==> src/rtl/flexcounter_pkg.sv <==
// -----------------------------------------------------------------------------
// flexcounter_pkg
//   Shared types and mode-decode helpers for the multi-channel flex counter.
//   cnt_mode_t encodes direction in bit 0 (1 = down) and one-shot in bit 1.
// -----------------------------------------------------------------------------
package flexcounter_pkg;

  typedef enum logic [1:0] {
    WRAP_UP      = 2'd0,
    WRAP_DOWN    = 2'd1,
    ONESHOT_UP   = 2'd2,
    ONESHOT_DOWN = 2'd3
  } cnt_mode_t;

  function automatic logic is_down(input cnt_mode_t m);
    return (m == WRAP_DOWN) || (m == ONESHOT_DOWN);
  endfunction

  function automatic logic is_oneshot(input cnt_mode_t m);
    return (m == ONESHOT_UP) || (m == ONESHOT_DOWN);
  endfunction

endpackage

==> src/rtl/flexcounter_channel.sv <==
// -----------------------------------------------------------------------------
// flexcounter_channel
//   One programmable counter channel: up/down, wrap/one-shot, 1-cycle terminal
//   strobe and sticky done flag. Advances only on the shared prescaler tick.
// Ports
//   clk, RST    clock and synchronous active-high reset
//   tick        shared prescaler tick
//   enable      advance enable for this channel
//   clear       synchronous restart (beats advance)
//   mode        counting mode
//   max_count   terminal (up) / reload (down) value
//   count       current count
//   strobe      1-cycle pulse after a terminal advance
//   done        sticky one-shot completion flag
// -----------------------------------------------------------------------------
module flexcounter_channel
  import flexcounter_pkg::*;
#(
  parameter int COUNTWIDTH = 10
) (
  input  logic                  clk,
  input  logic                  RST,
  input  logic                  tick,
  input  logic                  enable,
  input  logic                  clear,
  input  cnt_mode_t             mode,
  input  logic [COUNTWIDTH-1:0] max_count,
  output logic [COUNTWIDTH-1:0] count,
  output logic                  strobe,
  output logic                  done
);

  logic [COUNTWIDTH-1:0] count_q, count_d;
  logic                  strobe_q, strobe_d;
  logic                  done_q, done_d;
  // Set by the first clear or advance after reset. A down channel leaves
  // reset parked at 0; that state is not a finished countdown, so its first
  // terminal advance reloads max_count instead of completing a one-shot.
  logic                  loaded_q, loaded_d;

  logic down, oneshot, advance, terminal;

  assign down     = is_down(mode);
  assign oneshot  = is_oneshot(mode);
  assign advance  = tick & enable & ~clear & ~(oneshot & done_q);
  // >= rather than == so a count left above a lowered max_count still wraps.
  assign terminal = down ? (count_q == '0) : (count_q >= max_count);

  // NOTE: every signal written here gets a default first, so no path leaves
  // it unassigned and no latch is inferred.
  always_comb begin
    count_d  = count_q;
    strobe_d = 1'b0;
    done_d   = done_q;
    loaded_d = loaded_q;
    if (clear) begin
      count_d  = down ? max_count : '0;
      done_d   = 1'b0;
      loaded_d = 1'b1;
    end else if (advance) begin
      loaded_d = 1'b1;
      if (terminal) begin
        strobe_d = 1'b1;
        if (oneshot && (loaded_q || !down)) begin
          done_d = 1'b1;
        end else begin
          count_d = down ? max_count : '0;
        end
      end else begin
        count_d = down ? (count_q - COUNTWIDTH'(1)) : (count_q + COUNTWIDTH'(1));
      end
    end
  end

  // NOTE: state registers use non-blocking assignments so every flop samples
  // the pre-edge values computed above, independent of process order.
  always_ff @(posedge clk) begin
    if (RST) begin
      count_q  <= '0;
      strobe_q <= 1'b0;
      done_q   <= 1'b0;
      loaded_q <= 1'b0;
    end else begin
      count_q  <= count_d;
      strobe_q <= strobe_d;
      done_q   <= done_d;
      loaded_q <= loaded_d;
    end
  end

  assign count  = count_q;
  assign strobe = strobe_q;
  assign done   = done_q;

endmodule

==> src/rtl/multi_flexcounter.sv <==
// -----------------------------------------------------------------------------
// multi_flexcounter
//   NUM_CH independent programmable counters sharing one free-running
//   prescaler. Used for bit/byte timing and timeouts in controllers.
// Ports
//   clk            clock, rising edge
//   RST            synchronous reset, active-high
//   prescaleDiv    tick every prescaleDiv+1 clk cycles
//   enableCounter  per-channel advance enable
//   clear          per-channel synchronous restart
//   mode           per-channel cnt_mode_t
//   maxCount       per-channel terminal/reload value
//   count          per-channel current count
//   strobe         per-channel 1-cycle terminal pulse
//   done           per-channel sticky one-shot completion
//   tick           prescaler tick, for observation
// -----------------------------------------------------------------------------
module multi_flexcounter
  import flexcounter_pkg::*;
#(
  parameter int NUM_CH     = 4,
  parameter int COUNTSIZE  = 1024,
  parameter int COUNTWIDTH = $clog2(COUNTSIZE),
  parameter int PRESCALE_W = 8
) (
  input  logic                             clk,
  input  logic                             RST,
  input  logic [PRESCALE_W-1:0]            prescaleDiv,
  input  logic [NUM_CH-1:0]                enableCounter,
  input  logic [NUM_CH-1:0]                clear,
  input  cnt_mode_t [NUM_CH-1:0]           mode,
  input  logic [NUM_CH-1:0][COUNTWIDTH-1:0] maxCount,
  output logic [NUM_CH-1:0][COUNTWIDTH-1:0] count,
  output logic [NUM_CH-1:0]                strobe,
  output logic [NUM_CH-1:0]                done,
  output logic                             tick
);

  logic [PRESCALE_W-1:0] pcnt_q, pcnt_d;
  logic                  pre_tick;

  // >= so that lowering prescaleDiv below the running count ticks at once
  // instead of waiting for the prescaler to wrap through its full range.
  assign pre_tick = (pcnt_q >= prescaleDiv);

  always_comb begin
    pcnt_d = pre_tick ? '0 : (pcnt_q + PRESCALE_W'(1));
  end

  always_ff @(posedge clk) begin
    if (RST) pcnt_q <= '0;
    else     pcnt_q <= pcnt_d;
  end

  // Masked during reset so the observed tick reads 0 while RST is held.
  assign tick = pre_tick & ~RST;

  for (genvar g = 0; g < NUM_CH; g++) begin : g_ch
    flexcounter_channel #(
      .COUNTWIDTH(COUNTWIDTH)
    ) u_ch (
      .clk      (clk),
      .RST      (RST),
      .tick     (tick),
      .enable   (enableCounter[g]),
      .clear    (clear[g]),
      .mode     (mode[g]),
      .max_count(maxCount[g]),
      .count    (count[g]),
      .strobe   (strobe[g]),
      .done     (done[g])
    );
  end

endmodule
==> config.mk <==
export PLATFORM = sky130hd
export DESIGN_NAME = multi_flexcounter
export DESIGN_NICKNAME = d
export VERILOG_FILES = /design/src/rtl/flexcounter_pkg.sv /design/src/rtl/flexcounter_channel.sv /design/src/rtl/multi_flexcounter.sv
export SDC_FILE = /design/constraint.sdc
export NUM_CORES = 1
export LEC_CHECK = 0
export BUFFER_PORTS_ARGS = -buffer_cell sky130_fd_sc_hd__buf_2
export CORE_ASPECT_RATIO = 0.8
export CORE_UTILIZATION = 40
export DETAILED_ROUTE_END_ITERATION = 8
export SETUP_SLACK_MARGIN = 0.3
export SYNTH_ARGS = -nofsm -noshare
export SYNTH_HDL_FRONTEND = slang
export SYNTH_SLANG_ARGS = --single-unit
==> constraint.sdc <==
create_clock -name clk -period 3.2 [get_ports clk]
set_clock_uncertainty 0.05 [all_clocks]
set_input_delay 0.32 -clock clk [delete_from_list [all_inputs] [get_ports clk]]
set_output_delay 0.32 -clock clk [all_outputs]
set_load 0.02 [all_outputs]
# == After elaboration in Yosys (flattened, before gate mapping) ==
# Cells that the tools add are included.
# word_totals
latchBits,0
ram_bits,0
ff_bits,60
rom_bits,0
input_bits,66
elab_cells,162
n_memories,0
# classes
mul,0
n_addsub,9
reduce_logical,45
n_eq_ne,16
bitwise,30
n_div,0
n_lt_le_gt_ge,5
n_mux,40
shift,0
# op_table
cell,n
two-way mux 10 bit,24
"adder 10 x 1 -> 10 bit, second input constant",4
greater-or-equal comparator 10 bit,4
logical NOT 10 bit,4
"subtractor 10 x 1 -> 10 bit, second input constant",4
bitwise AND 1 bit,17
"equality test 2 bit, second input constant",8
two-way mux 1 bit,16
inverter 1 bit,13
logical OR 1 bit,12
"inequality test 3 bit, second input constant",4
AND reduction 3 bit,4
OR reduction 3 bit,4
OR reduction 2 bit,5
"adder 8 x 1 -> 8 bit, second input constant",1
"equality test 2 x 1 -> 1 bit, second input constant",4
greater-or-equal comparator 8 bit,1
AND reduction 2 bit,4
nonzero test 2 bit,4
logical AND 1 bit,4
logical NOT 1 bit,4

# == Logic depth before layout (Yosys ltp) ==
# logic_depth
ltp_word,9
mapped_depth,11
depth_no_buf,9

# == Hierarchy ==
# Synthesis repeated with hierarchy kept, for this count alone.
# unflattened
hier_cells,671
area_unflattened_um2,5611.6
# modules_own_cells
mod,area_per_inst_um2,cells_each,n_inst,seq_area_each_um2
flexcounter_channel at g_ch[1].u_ch ...,1266.2,152,3,260.2
flexcounter_channel at g_ch[0].u_ch,1301.2,155,1,260.2
multi_flexcounter,511.7,60,1,160.2

# == Worst setup path before layout ==
# OpenSTA, ideal clock, no wires.
# synth_timing
path_kind,register -> register
startpoint,register g_ch[1].u_ch.count_q[8]
endpoint,register g_ch[1].u_ch.count_q[9]
path_stages_with_launch,9
required_time_ps,3076
t_arrival_ps,2390
setup_slack_ps,685
setup_ps,74
synth_period_minus_slack_ps,2515
cell_sequence,dfxtp_1 ha_1 a21o_1 a211oi_2 nand2b_1 o32a_1 buf_2 or4_1 a31oi_1
# synth_via
elab_chain_len,5
word_cells_on_any_way,11
classes_between,add/sub: 2; order compare: 1; eq/ne: 1; mux: 5; reduce/logical: 2
# synth_rtl
item,line_no,text
from (decl),flexcounter_channel.sv:33,"logic [COUNTWIDTH-1:0] count_q, count_d;"
from (signal assigned),flexcounter_channel.sv:84,count_q <= count_d;
"adder 10 x 1 -> 10 bit, or another cell as far along",flexcounter_channel.sv:70,count_d = down ? (count_q - COUNTWIDTH'(1)) : (count_q + COUNTWIDTH'(1));
two-way mux 10 bit / two-way mux 1 bit (equally long branches),"flexcounter_channel.sv:70, flexcounter_channel.sv:47",
two-way mux 10 bit,flexcounter_channel.sv:62,if (terminal) begin
two-way mux 10 bit,flexcounter_channel.sv:60,end else if (advance) begin
two-way mux 10 bit,flexcounter_channel.sv:56,if (clear) begin
# Parallel ways exist; a longest one is shown, timed or not. The select of a mux whose other input is x is not followed.
# A chain may end at the register's enable or synchronous reset.

# == Final worst setup path ==
# Ends and elaborated chain as after synthesis.

==> flow_summary.toml <==
[outcome]
status = "complete, no violations"

[clocking]
cts_setup_buffers = 0
cts_buffer_depth = 2
cts_hold_buf = 0
ctsResizeCount = 0
cts_made_buffers = 9
clock-sinks = 60
h-tree-depth = 3
cts-root-buf = "clkbuf_16"
cts_tree = "done"
clkLatencyLatePin_ns = 0.33
cts.clk_slew.worst_paths_ns = 0.05

[cells_and_area]
postLayoutCoreUtil = 0.484
mostFrequentLayoutCells = "buf_2 (114), ha_1 (81), inv_1 (69)"
fill_cells = 1386
seq_area_sq_um = 1200
nets = 960
final_common_cell = "buf_2"
multi_input_area_sq_um = 3940
drive_above_1_share = 0.194
area_growth_pct = 18.0

[worst_setup_path]
crit_slowest_cell = "or4_1"
critPathRequiredTime_ns = 3.41
path_max_fanout = 9
worstSetupPathType = "flop to flop"
path_depth = 9
worstRegToRegCells = 9
critPathArrivalTime_ns = 2.97
slowest_delay_ns = 0.49
cp_num_buf_inv = 1
cp_cell_sequence = "ha_1 > a21o_1 > a211oi_2 > nand2b_1 > o31ai_2 > o22ai_1 > buf_4 > or4_1 > a31oi_1"
crit_path_start_kind = "flop"
crit_family = "compound AO/OA/AOI/OAI gates"
end_kind = "flop"

[yosys]
ys_seq_area_frac = 0.215
netlist_area_sq_um = 5580
synth_cell_type_count = 71
yosysWarnings = 0
yosys_register_bits = 60
synth_edf_count = 0
async_flop_share = 0
synthCells = 711
ys.flop_type = "dfxtp_1"
syn_nets = 862
synth.avg_cell_area_sq_um = 7.84

[grt]
grt_pass1_vias = 5190
grt_use_total = 0.219
grt_max_degree = 33
antenna_found_initial = 4
grt_overflow = 0
grt_pass1_wl_um = 25300

[flow_run]
maxCapViolCount = 0

[drt]
drt_drc_violations_left = 0
ant_nets = 0
drt-wirelength-per-cell_um = 15.6
via_per_inst = 5.57
routed_wl_um = 15500
drtPass1Iterations = 8
via_count = 5552
maxUsedRoutingLayer = "met5"
route.met2.wl_um = 6870
drtIter0Drc = 338
drt-met1-wl_um = 7470
route.met3.wl_um = 943

[worst_hold_path]
whs_path_depth = 2
hold_class = "input pin to flop"

[die]
rows = 38
initial_core_util = 0.410
io_pins = 115
dieArea_sq_um = 14400
fp.dieW_um = 134
core_sq_um = 13600
die_h_um = 108

[placement]
post-place-ws_ns = 0.368
portBuffers = 114
gp_congestion = 0.857
dp_hpwl_um = 11900

[pwr]
seq_power_share = 0.301
p_int_w = 0.00194
cellLeakagePower_nw = 3.24
switching_share = 0.350
combPwrFrac = 0.345
finalPower_w = 0.00299
power.density_nw_per_um2 = 454
pwr-share-clk = 0.355
p_sw_w = 0.00104
vdd_drop_max_mv = 0.263

[timing]
hold_viol = 0
min_period_ns = 2.76
max_freq_ghz = 0.363
worst_slack_ns = 0.442
worstMarginPinSlew_ns = 0.817
finalCritPeriodShare = 0.862
slew_headroom = 0.453
rsz0062_at_grt = "no"
setup_violations = 0
fin_hold_ws_ns = 0.168
final_max_slew_viol_count = 0
finalSetupTns_ns = 0
[worst reg2reg max path, cell delays in order (launching register included)]
cell and delay, ns:
dfxtp_1 0.41, ha_1 0.28, a21o_1 0.17, a211oi_2 0.32, nand2b_1 0.15, o31ai_2 0.29, o22ai_1 0.16, buf_4 0.20
or4_1 0.50, a31oi_1 0.16
[power by group through the flow]
stage	combinational [W]	clock [W]	sequential, W
after global placement	0.000991	0	0.000909
after detailed placement	0.00101	0	0.000911
after floorplan	0.000698	0	0.000948
after CTS	0.00102	0.00108	0.000895
final	0.00103	0.00106	0.000897
after global routing	0.00116	0.00111	0.000907
[per-layer routing]
layer,vias to the layer above,global-route usage
met3,28,0.0546
met2,165,0.353
met5,-,0
met4,4,0.0602
li1,2787,-
met1,2568,0.289
[logic make-up after synthesis]
logic type / Yosys count / synth area share
compound gates: 201 / 0.254
fa+ha+maj: 85 / 0.196
mux: 4 / 0.00763
simple gates: 222 / 0.193
xor+xnor: 34 / 0.0534
flops: 60 / 0.215
buf+inv: 105 / 0.0801
[per-stage QoR]
step	std cells	area (sq um)
floorplan	711	5580
global placement	978	6250
detailed placement	978	6250
CTS	994	6570
global route	995	6580
finish	996	6580
[final timing paths]
| kind | startpoint | endpoint | slack [ns] |
|---|---|---|---|
| hold / removal | clear[3] | g_ch[3].u_ch.done | 0.17 |
| setup / recovery | g_ch[1].u_ch.count[8] | g_ch[1].u_ch.count[9] | 0.44 |
| setup reg to reg | g_ch[1].u_ch.count[8] | g_ch[1].u_ch.count[9] | 0.44 |
| hold reg to reg | g_ch[0].u_ch.loaded_q | g_ch[0].u_ch.loaded_q | 0.41 |
[cells in the mapped netlist, drive strengths merged, types with 11 or more instances]
| cell type | count | share of area |
|---|---|---|
| xnor2 | 16 | 0.025 |
| nor3 | 22 | 0.020 |
| dfxtp | 60 | 0.22 |
| inv | 70 | 0.047 |
| nor2 | 64 | 0.043 |
| buf | 19 | 0.022 |
| ha | 81 | 0.18 |
| nand2 | 45 | 0.030 |
| o21ai | 29 | 0.027 |
| nor2b | 12 | 0.013 |
| a31oi | 13 | 0.015 |
| nand3 | 27 | 0.025 |
| xor2 | 18 | 0.028 |
| o31ai | 11 | 0.015 |
| clkbuf | 16 | 0.011 |
| a21o | 11 | 0.015 |
| a211oi | 11 | 0.017 |
| nand2b | 13 | 0.015 |
| a21oi | 46 | 0.041 |
| a311oi | 17 | 0.029 |
[registers in the layout (all words and copies together) (netlist names)]
name,cells
g_ch.u_ch.count,40
g_ch.u_ch.loaded_q,4
g_ch.u_ch.strobe,4
g_ch.u_ch.done,4
pcnt_q,8
[area by class of cell]
| type | instances | area share |
|---|---|---|
| multi-input cells | 546 | 0.598 |
| flip-flops and latches | 60 | 0.183 |
| repair buffers | 122 | 0.0958 |
| inverters | 70 | 0.0399 |
| clock buffers | 11 | 0.0369 |
| well taps | 180 | 0.0342 |
| clock inverters | 5 | 0.0114 |
| diodes | 2 | 0.000761 |
No activity file was read; power rests on OpenSTA's default activity.
